File: config.mk
export PLATFORM = sky130hd
export DESIGN_NAME = mem_bus_arbiter
export DESIGN_NICKNAME = d
export VERILOG_FILES = /design/src/rtl/cpu_bus_pkg.sv /design/src/rtl/mem_bus_arbiter_rr_pick.sv /design/src/rtl/mem_bus_arbiter.sv
export SDC_FILE = /design/constraint.sdc
export NUM_CORES = 1
export LEC_CHECK = 0
export CAP_MARGIN = 5
export CORE_ASPECT_RATIO = 0.9
export CORE_MARGIN = 10
export CORE_UTILIZATION = 35
export CTS_CLUSTER_SIZE = 14
export DETAILED_ROUTE_END_ITERATION = 12
export GPL_TIMING_DRIVEN = 0
export PLACE_DENSITY = 0.69
export SLEW_MARGIN = 20
export SYNTH_ARGS = -nofsm -noshare
export SYNTH_HDL_FRONTEND = slang
export SYNTH_SLANG_ARGS = --single-unit
File: constraint.sdc
create_clock -name clk -period 3.5 [get_ports clk]
set_clock_uncertainty 0.2 [all_clocks]
set_input_delay 0.35 -clock clk [delete_from_list [all_inputs] [get_ports clk]]
set_output_delay 0.35 -clock clk [all_outputs]
set_load 0.02 [all_outputs]
File: src/rtl/cpu_bus_pkg.sv
// Shared definitions for the memory pin-bus arbiter.
//   state_t : arbiter FSM states (IDLE, ACCESS, RESP)
//   owner_t : requester encoding (OWN_CPU=0, OWN_DBG=1)
//   ADDR_W_DEF / DATA_W_DEF : default pin-bus widths
package cpu_bus_pkg;

  localparam int unsigned ADDR_W_DEF = 7;
  localparam int unsigned DATA_W_DEF = 8;

  typedef enum logic [1:0] {
    IDLE   = 2'd0,
    ACCESS = 2'd1,
    RESP   = 2'd2
  } state_t;

  typedef enum logic {
    OWN_CPU = 1'b0,
    OWN_DBG = 1'b1
  } owner_t;

endpackage

File: src/rtl/mem_bus_arbiter_rr_pick.sv
// Two-input requester selector (round-robin or fixed debug priority).
//   cpu_req, dbg_req : pending requests
//   last_grant       : port granted most recently
//   grant_valid      : at least one request present
//   grant            : selected port
//   next_last_grant  : value last_grant should take if this grant is used
module rr_pick
  import cpu_bus_pkg::*;
#(
  parameter int unsigned FIXED_PRIO = 0
) (
  input  logic   cpu_req,
  input  logic   dbg_req,
  input  owner_t last_grant,
  output logic   grant_valid,
  output owner_t grant,
  output owner_t next_last_grant
);

  always_comb begin
    grant_valid = cpu_req | dbg_req;
    grant       = OWN_CPU;
    if (cpu_req && dbg_req) begin
      if (FIXED_PRIO != 0) begin
        grant = OWN_DBG;
      end else begin
        // Tie goes to whichever port was not served last.
        grant = (last_grant == OWN_CPU) ? OWN_DBG : OWN_CPU;
      end
    end else if (dbg_req) begin
      grant = OWN_DBG;
    end
    next_last_grant = grant_valid ? grant : last_grant;
  end

endmodule

File: src/rtl/mem_bus_arbiter.sv
// Shares the external memory pin bus between the CPU core and the
// debug/loader port. One access at a time, WAIT_STATES extra bus cycles per
// access, registered read data and a one-cycle ack to the granted port.
//   clk, reset                         : clock, synchronous active-high reset
//   cpu_req/we/addr/wdata, cpu_rdata/ack : CPU requester port
//   dbg_req/we/addr/wdata, dbg_rdata/ack : debug requester port
//   bus_addr, bus_wdata, bus_we        : registered pin-bus outputs
//   bus_rdata                          : pin-bus read data
module mem_bus_arbiter
  import cpu_bus_pkg::*;
#(
  parameter int unsigned ADDR_W      = ADDR_W_DEF,
  parameter int unsigned DATA_W      = DATA_W_DEF,
  parameter int unsigned WAIT_STATES = 1,
  parameter int unsigned FIXED_PRIO  = 0
) (
  input  logic              clk,
  input  logic              reset,
  input  logic              cpu_req,
  input  logic              cpu_we,
  input  logic [ADDR_W-1:0] cpu_addr,
  input  logic [DATA_W-1:0] cpu_wdata,
  output logic [DATA_W-1:0] cpu_rdata,
  output logic              cpu_ack,
  input  logic              dbg_req,
  input  logic              dbg_we,
  input  logic [ADDR_W-1:0] dbg_addr,
  input  logic [DATA_W-1:0] dbg_wdata,
  output logic [DATA_W-1:0] dbg_rdata,
  output logic              dbg_ack,
  output logic [ADDR_W-1:0] bus_addr,
  output logic [DATA_W-1:0] bus_wdata,
  output logic              bus_we,
  input  logic [DATA_W-1:0] bus_rdata
);

  state_t     state, state_nx;
  logic [3:0] cnt;
  owner_t     owner;
  owner_t     last_grant;
  logic       pick_valid;
  owner_t     pick_grant;
  owner_t     pick_next_last;

  rr_pick #(
    .FIXED_PRIO(FIXED_PRIO)
  ) u_pick (
    .cpu_req        (cpu_req),
    .dbg_req        (dbg_req),
    .last_grant     (last_grant),
    .grant_valid    (pick_valid),
    .grant          (pick_grant),
    .next_last_grant(pick_next_last)
  );

  always_comb begin
    state_nx = state;
    unique case (state)
      IDLE:    if (pick_valid) state_nx = ACCESS;
      ACCESS:  if (cnt == 4'd0) state_nx = RESP;
      RESP:    state_nx = IDLE;
      default: state_nx = IDLE;
    endcase
  end

  // Bus outputs and acks are registered alongside the state so that no
  // combinational path exists from a req input to the pins or to ack.
  always_ff @(posedge clk) begin
    if (reset) begin
      state      <= IDLE;
      cnt        <= '0;
      owner      <= OWN_CPU;
      last_grant <= OWN_DBG;
      bus_addr   <= '0;
      bus_wdata  <= '0;
      bus_we     <= 1'b0;
      cpu_ack    <= 1'b0;
      dbg_ack    <= 1'b0;
      cpu_rdata  <= '0;
      dbg_rdata  <= '0;
    end else begin
      state   <= state_nx;
      cpu_ack <= 1'b0;
      dbg_ack <= 1'b0;
      unique case (state)
        IDLE: begin
          if (pick_valid) begin
            cnt        <= 4'(WAIT_STATES);
            owner      <= pick_grant;
            last_grant <= pick_next_last;
            if (pick_grant == OWN_DBG) begin
              bus_addr  <= dbg_addr;
              bus_wdata <= dbg_wdata;
              bus_we    <= dbg_we;
            end else begin
              bus_addr  <= cpu_addr;
              bus_wdata <= cpu_wdata;
              bus_we    <= cpu_we;
            end
          end
        end
        ACCESS: begin
          if (cnt != 4'd0) begin
            cnt <= cnt - 4'd1;
          end else begin
            // Last ACCESS cycle: strobe drops as RESP begins.
            bus_we <= 1'b0;
            if (owner == OWN_DBG) begin
              dbg_rdata <= bus_rdata;
              dbg_ack   <= 1'b1;
            end else begin
              cpu_rdata <= bus_rdata;
              cpu_ack   <= 1'b1;
            end
          end
        end
        default: begin
          bus_we <= 1'b0;
        end
      endcase
    end
  end

endmodule

==> impl_results.md <==
- Status: completed
- Hold wc startpoint: bus_addr[2]
- PD cells: 448.8 mW/mm^2
- First-pass GRT wire length: 7.700 mm
- Layout Nets: 298
- Worst r2r src: cnt[0]
- Die ar.: 0.008353 mm^2
- Final setup vio count: 0
- CTS tree: built
- Vias in the first global route: 1649
- Post-route ant nets: 0
- Final wirelength: 4.677 mm
- Unrepaired setup endpoints after global routing: no
- Max-slew violations: 0
- Hold endpoint: bus_addr[2]
- Ports: 78
- Sw Ratio: 27.28%
- Net Count, Synth: 215
- Initial antenna violation count: 0
- Final worst slack: 1.463 ns
- Clock tree buffer depth: 2
- Share of cells above drive strength 1: 5.138%
- Worst setup EP type: flop
- CTS H-tree lvls: 2
- Post-synth EDFFs: 0
- Max_cap viols: 0
- CP arrival: 2.06 ns
- Max VDD drop: 201.2 uV
- Hold_buf cts: 0
- Gr usage total: 11.41%
- Cell taking the most area after synthesis: dfxtp_1
- Pre-CTS WS: 1.227 ns
- Area contributors post-synth: dfxtp_1 (47%), mux2i_1 (17%), nand2b_1 (9.1%), o2bb2ai_1 (7.4%), a21oi_1 (1.4%)
- Worst Path Max Fanout: 8
- FF-to-FF path depth: 6
- Setup TNS: 0 ns
- DRC: 0
- Leak: 1.039 nW
- Post-route clock period utilization: 58.21%
- Comb power frac: 25.1%
- Worst R2R Setup Slack: 1.46 ns
- CTS buffer count: 5
- Worst skew pair latency: 0.29 ns
- Synth Instances: 169
- Post-cts resize count: 0
- Post-synth top cells: dfxtp_1 (42), mux2i_1 (31), nand2b_1 (26)
- Sequential area share after synthesis: 47.16%
- Clock net sink count: 42
- Max Freq: 0.4908 GHz
- Setup CP Type: flop to flop
- Setup crit start kind: flop
- Antenna cells: 0
- Die width: 95.24 um
- Count leader, synth: dfxtp_1
- P_sw: 0.3345 mW
- Count of different cell masters after synthesis: 33
- Initial Util: 36.43%
- Seq pwr share: 44.4%
- Minimum clock period: 2.037 ns
- Worst-margin pin slew: 0.5416 ns
- Largest net degree at the start of global routing: 13
- Drt first-iter violations: 83
- Top FF cell, synth: dfxtp_1
- Internal power: 0.8915 mW
- GR Overflow Total: 0
- Synth Register Bits: 42
- Slew margin rel.: 63.77%
- Post-synth top area share: 47.16%
- Clk pwr share: 30.5%
- Final GP Congestion: 0.8103
- Ys Warns: 0
- CP Data Required Time: 3.53 ns
- Final hold vios: 0
- Input/output buffers: 76
- Clock root cell: clkbuf_8
- Worst Hold Depth: 1
- Final HPWL DP: 3.671 mm
- Routed via count: 1556
- Clock transition at path regs: 0.08 ns
- Area Overhead vs Synth: 53.19%
- Vias per cell: 4.893
- Die Y: 87.71 um
- Wire per inst: 14.71 um
- Core footprint: 0.004895 mm^2
- Avg Synthesized Cell Area: 10.55 um^2
- Cell Area, Synth: 0.001783 mm^2
- Hold crit path type: flop to flop
- Drt pass-1 iters: 4
- Synth async-reset ratio: 0%
- R2r endpoint: cpu_rdata[5]
- Post CTS Setup Buffer Count: 0
- FP Rows: 24
critical path: stages (launching register included):
cell     delay, ns
dfxtp_1       0.31
inv_1         0.11
ha_1          0.16
or3b_1        0.33
buf_2         0.17
nor3_4        0.43
mux2i_1       0.24
sequential cells by signal (all words and copies together), names as in the netlist:
register    flops
bus_addr        7
bus_wdata       8
bus_we          1
cnt             4
cpu_ack         1
cpu_rdata       8
dbg_ack         1
dbg_rdata       8
last_grant      1
owner           1
state           2
layout by cell type, fill, tap and decap left out, types with 2 or more instances in the layout:
cell type / instances
clkbuf_8: 5
buf_2: 4
o21ai_0: 3
nor4_1: 2
a21oi_1: 5
nand2b_1: 26
mux2i_1: 31
a22oi_1: 2
dfxtp_1: 42
or4_1: 2
or3_1: 2
clkdlybuf4s50_1: 76
ha_1: 2
o2bb2ai_1: 15
nor2_1: 3
clkbuf_1: 8
inv_1: 4
nor3_1: 3
layer usage:
metal,up-vias,track usage (%),share of wire [%]
met5,-,0,0
met4,0,2.446,0.41
met3,2,9.666,17
met2,72,16.66,40
met1,711,12.45,42
li1,771,-,-
worst max path at each step:
stage                    to  slack (ns)    start  cells after the start
2_1_floorplan  cpu_rdata[0]        1.67   cnt[0]                      6
3_3_place_gp   bus_wdata[5]        1.23  dbg_req                      6
3_5_place_dp   bus_wdata[5]        1.23  dbg_req                      6
4_1_cts        cpu_rdata[1]        1.43   cnt[0]                      6
5_1_grt        cpu_rdata[5]        1.32   cnt[0]                      6
6_report       cpu_rdata[5]        1.46   cnt[0]                      6
cell families after synthesis:
logic type	count (synthesis)	synth area share, %
buf+inv	15	3.649
fa+ha+maj	2	1.403
flops	42	47.16
mux	31	17.40
compound gates	33	14.18
simple gates	46	16.21
metrics by stage:
stage	hold WS [ns]	cells	util, %	cell area (um^2)	power [mW]
after floorplan	0.2641	169	-	1783	0.7172
after global placement	0.2435	310	53.63	2625	0.8635
after detailed placement	0.2484	310	53.63	2625	0.8643
after CTS	0.2697	318	55.80	2731	1.240
after global routing	0.2867	318	55.80	2731	1.287
final	0.2670	318	55.80	2731	1.226
final cells by class:
cell class                 instances  area, um^2
inverter                           4       15.01
fill                             467        2163
sequential                        42       840.8
buffer                            11       50.05
clock inverter                     1       30.03
multi-input combinational        112       877.1
timing repair buffer              76       760.7
tap                               65       81.33
clock buffer                       7       76.32
power by group through the flow:
stage	Combinational [mW]	Sequential [mW]	Clock [mW]
floorplan	0.125	0.592	0
global placement	0.309	0.554	0
detailed placement	0.310	0.554	0
CTS	0.311	0.545	0.384
global route	0.335	0.550	0.402
finish	0.307	0.544	0.374
Note: power is estimated with default switching activity, not from simulation.
==> patch, RTL diff (config.mk and constraints unchanged) <==
`DATA_W_DEF`: 8 -> 12.
--- a/src/rtl/cpu_bus_pkg.sv
+++ b/src/rtl/cpu_bus_pkg.sv
@@ -7,3 +7,3 @@
   localparam int unsigned ADDR_W_DEF = 7;
-  localparam int unsigned DATA_W_DEF = 8;
+  localparam int unsigned DATA_W_DEF = 12;
 
Ports: changed (6 resized); port bits go from 78 to 102. No check against the original RTL was run, so the function may have changed too.
==> patch against the original RTL <==
  * Area after synthesis up 26%
  * Combinational power grew 32%
  * First-iteration DRC count shrank 30%
  * Sequential cell count up 12
  * Global-route usage up 1.5 points
  * Maximum frequency is 7.2% lower
  * Wire length is 41% higher
  * Final area increased by 26%
  * Worst setup slack lost 0.16 ns
  * Power is 18% higher
  * Critical path type unchanged
==> patch: results (changes against the original RTL) <==
- Status: completed (unchanged)
- Worst reg-to-reg setup slack: 1.30 ns (was 1.46 ns)
- Worst-path clk slew: 0.09 ns
- Drt wl/cell: 15.9 um (was 14.7 um)
- FFs w/ async S/R, synth: 0 (unchanged)
- Inserted Diodes: 0 (unchanged)
- Tot GR Track Use: 0.129 (was 0.114)
- Port buffer count: 100 (was 76)
- Worst EP arrival: 2.18 ns (was 2.06 ns)
- Nets@finish: 385 (was 298)
- CP peak stage delay: 0.68 ns (was 0.43 ns)
- CTS resizes: 0 (unchanged)
- Final RePlAce weighted congestion: 0.719 (was 0.810)
- Top flop regs: bus_wdata x12, cpu_rdata x12, dbg_rdata x12 (was bus_wdata x8, cpu_rdata x8, dbg_rdata x8)
- Syn_nets: 278 (was 215)
- First drt pass iteration count: 5 (was 4)
- Number of DRC markers in iteration 0: 58 (was 83)
- Worst slew margin: 0.461 (was 0.638)
- Vias: 2019 (was 1556)
- Hold_ws: 0.260 ns (was 0.267 ns)
- DR DRC count: 0 (unchanged)
- Leakage dissipation: 1.29 nW (was 1.04 nW)
- CTS max path bufs: 2 (unchanged)
- First-pass GRT wire length: 10800 um (was 7700 um)
- Switching power: 0.424 mW (was 0.334 mW)
- CP delay by family, top: simple AND/OR/NAND/NOR gates (unchanged)
- # fillers: 568 (was 467)
- Vias in the first global route: 2147 (was 1649)
- HPWL Detailed: 5160 um (was 3670 um)
- Sequential area share after synthesis: 0.480 (was 0.472)
- Synth area leaders: dfxtp_1 (48%), mux2i_1 (14%), o2bb2ai_1 (7.4%) (was dfxtp_1 (47%), mux2i_1 (17%), nand2b_1 (9.1%))
- Yosys cell types: 37 (was 33)
- Yosys warns: 0 (unchanged)
- Most frequent cells after synthesis: dfxtp_1 (54), mux2i_1 (31), o2bb2ai_1 (19) (was dfxtp_1 (42), mux2i_1 (31), nand2b_1 (26))
- Largest net degree at the start of global routing: 16 (was 13)
- Sink Count: 54 (was 42)
- Crit-path slowest cell: nor3b_1 (was nor3_4)
- Crit path max fanout: 8 (unchanged)
- Layout cells sized above 1: 0.0549 (was 0.0514)
- Peak VDD IR: 0.000184 V (was 0.000201 V)
-- patch: changes by cell type after synthesis, sizes merged, moves of 2 or more --
cell / delta
o21ai: -2
a21oi: -2
a31o: +12
clkbuf: +6
nand2b: -12
nand2: +14
o2bb2ai: +4
buf: +2
o21a: +2
nor4: +12
dfxtp: +12
or4: -2
nor2: +2
-- patch: cell type report --
class                      count  area [um2]  area share
tap                           87         109      0.0315
clock inverter                 1        5.00     0.00145
timing repair buffer         100        1000       0.290
buffer                        19        83.8      0.0243
inverter                       5        18.8     0.00543
sequential                    54        1080       0.313
clock buffer                   7        86.3      0.0250
multi-input combinational    142        1070       0.310
-- patch: routing by layer --
layer  vias to the layer above  routed length (um)  GRT usage
li1                       1018                   -          -
met1                       927                2930      0.155
met2                        65                3180      0.222
met3                         9                 367     0.0327
met4                         0                 118     0.0468
met5                         -                   0          0
-- patch: logic make-up (layout without fill, tap and decap cells) --
| group | after synthesis | after routing | share of synthesized area |
|---|---|---|---|
| muxes | 31 | 31 | 0.138 |
| and+or+nand+nor | 60 | 60 | 0.148 |
| adders and majority gates | 2 | 2 | 0.0111 |
| AOI/OAI and AO/OA | 49 | 49 | 0.178 |
| buffers and inverters | 24 | 132 | 0.0455 |
| DFF | 54 | 54 | 0.480 |
-- patch: path summary, 6_finish.rpt --
check	cells past startpoint	endpoint	startpoint
setup / recovery	5	dbg_rdata[10]	cnt[0]
hold / removal	2	dbg_rdata[6]	dbg_rdata[6]
setup reg to reg	5	dbg_rdata[10]	cnt[0]
hold reg to reg	2	dbg_rdata[6]	dbg_rdata[6]
-- patch: power by group through the flow --
stage                     Combinational (mW)  Sequential (mW)  Clock (mW)
after floorplan                        0.162            0.757           0
after global placement                 0.406            0.705           0
after detailed placement               0.409            0.707           0
after CTS                              0.410            0.694       0.366
after global routing                   0.439            0.701       0.397
final                                  0.404            0.693       0.351
-- patch: stage by stage --
stage / setup slack (ns) / cells / power [mW] / cell area, um2 / utilization
4_1_cts: 1.30 / 415 / 1.47 / 3450 / 0.559
3_5_place_dp: 1.08 / 407 / 1.12 / 3360 / 0.544
6_report: 1.30 / 415 / 1.45 / 3450 / 0.559
5_1_grt: 1.08 / 415 / 1.54 / 3450 / 0.559
2_1_floorplan: 1.47 / 220 / 0.919 / 2250 / -
3_3_place_gp: 1.12 / 407 / 1.11 / 3360 / 0.544
-- patch: worst reg2reg max path, stage by stage, from the launching register on --
cell	delay, ns
dfxtp_1	0.32
inv_1	0.11
ha_1	0.19
nor3b_1	0.68
nand3_2	0.39
mux2i_1	0.21
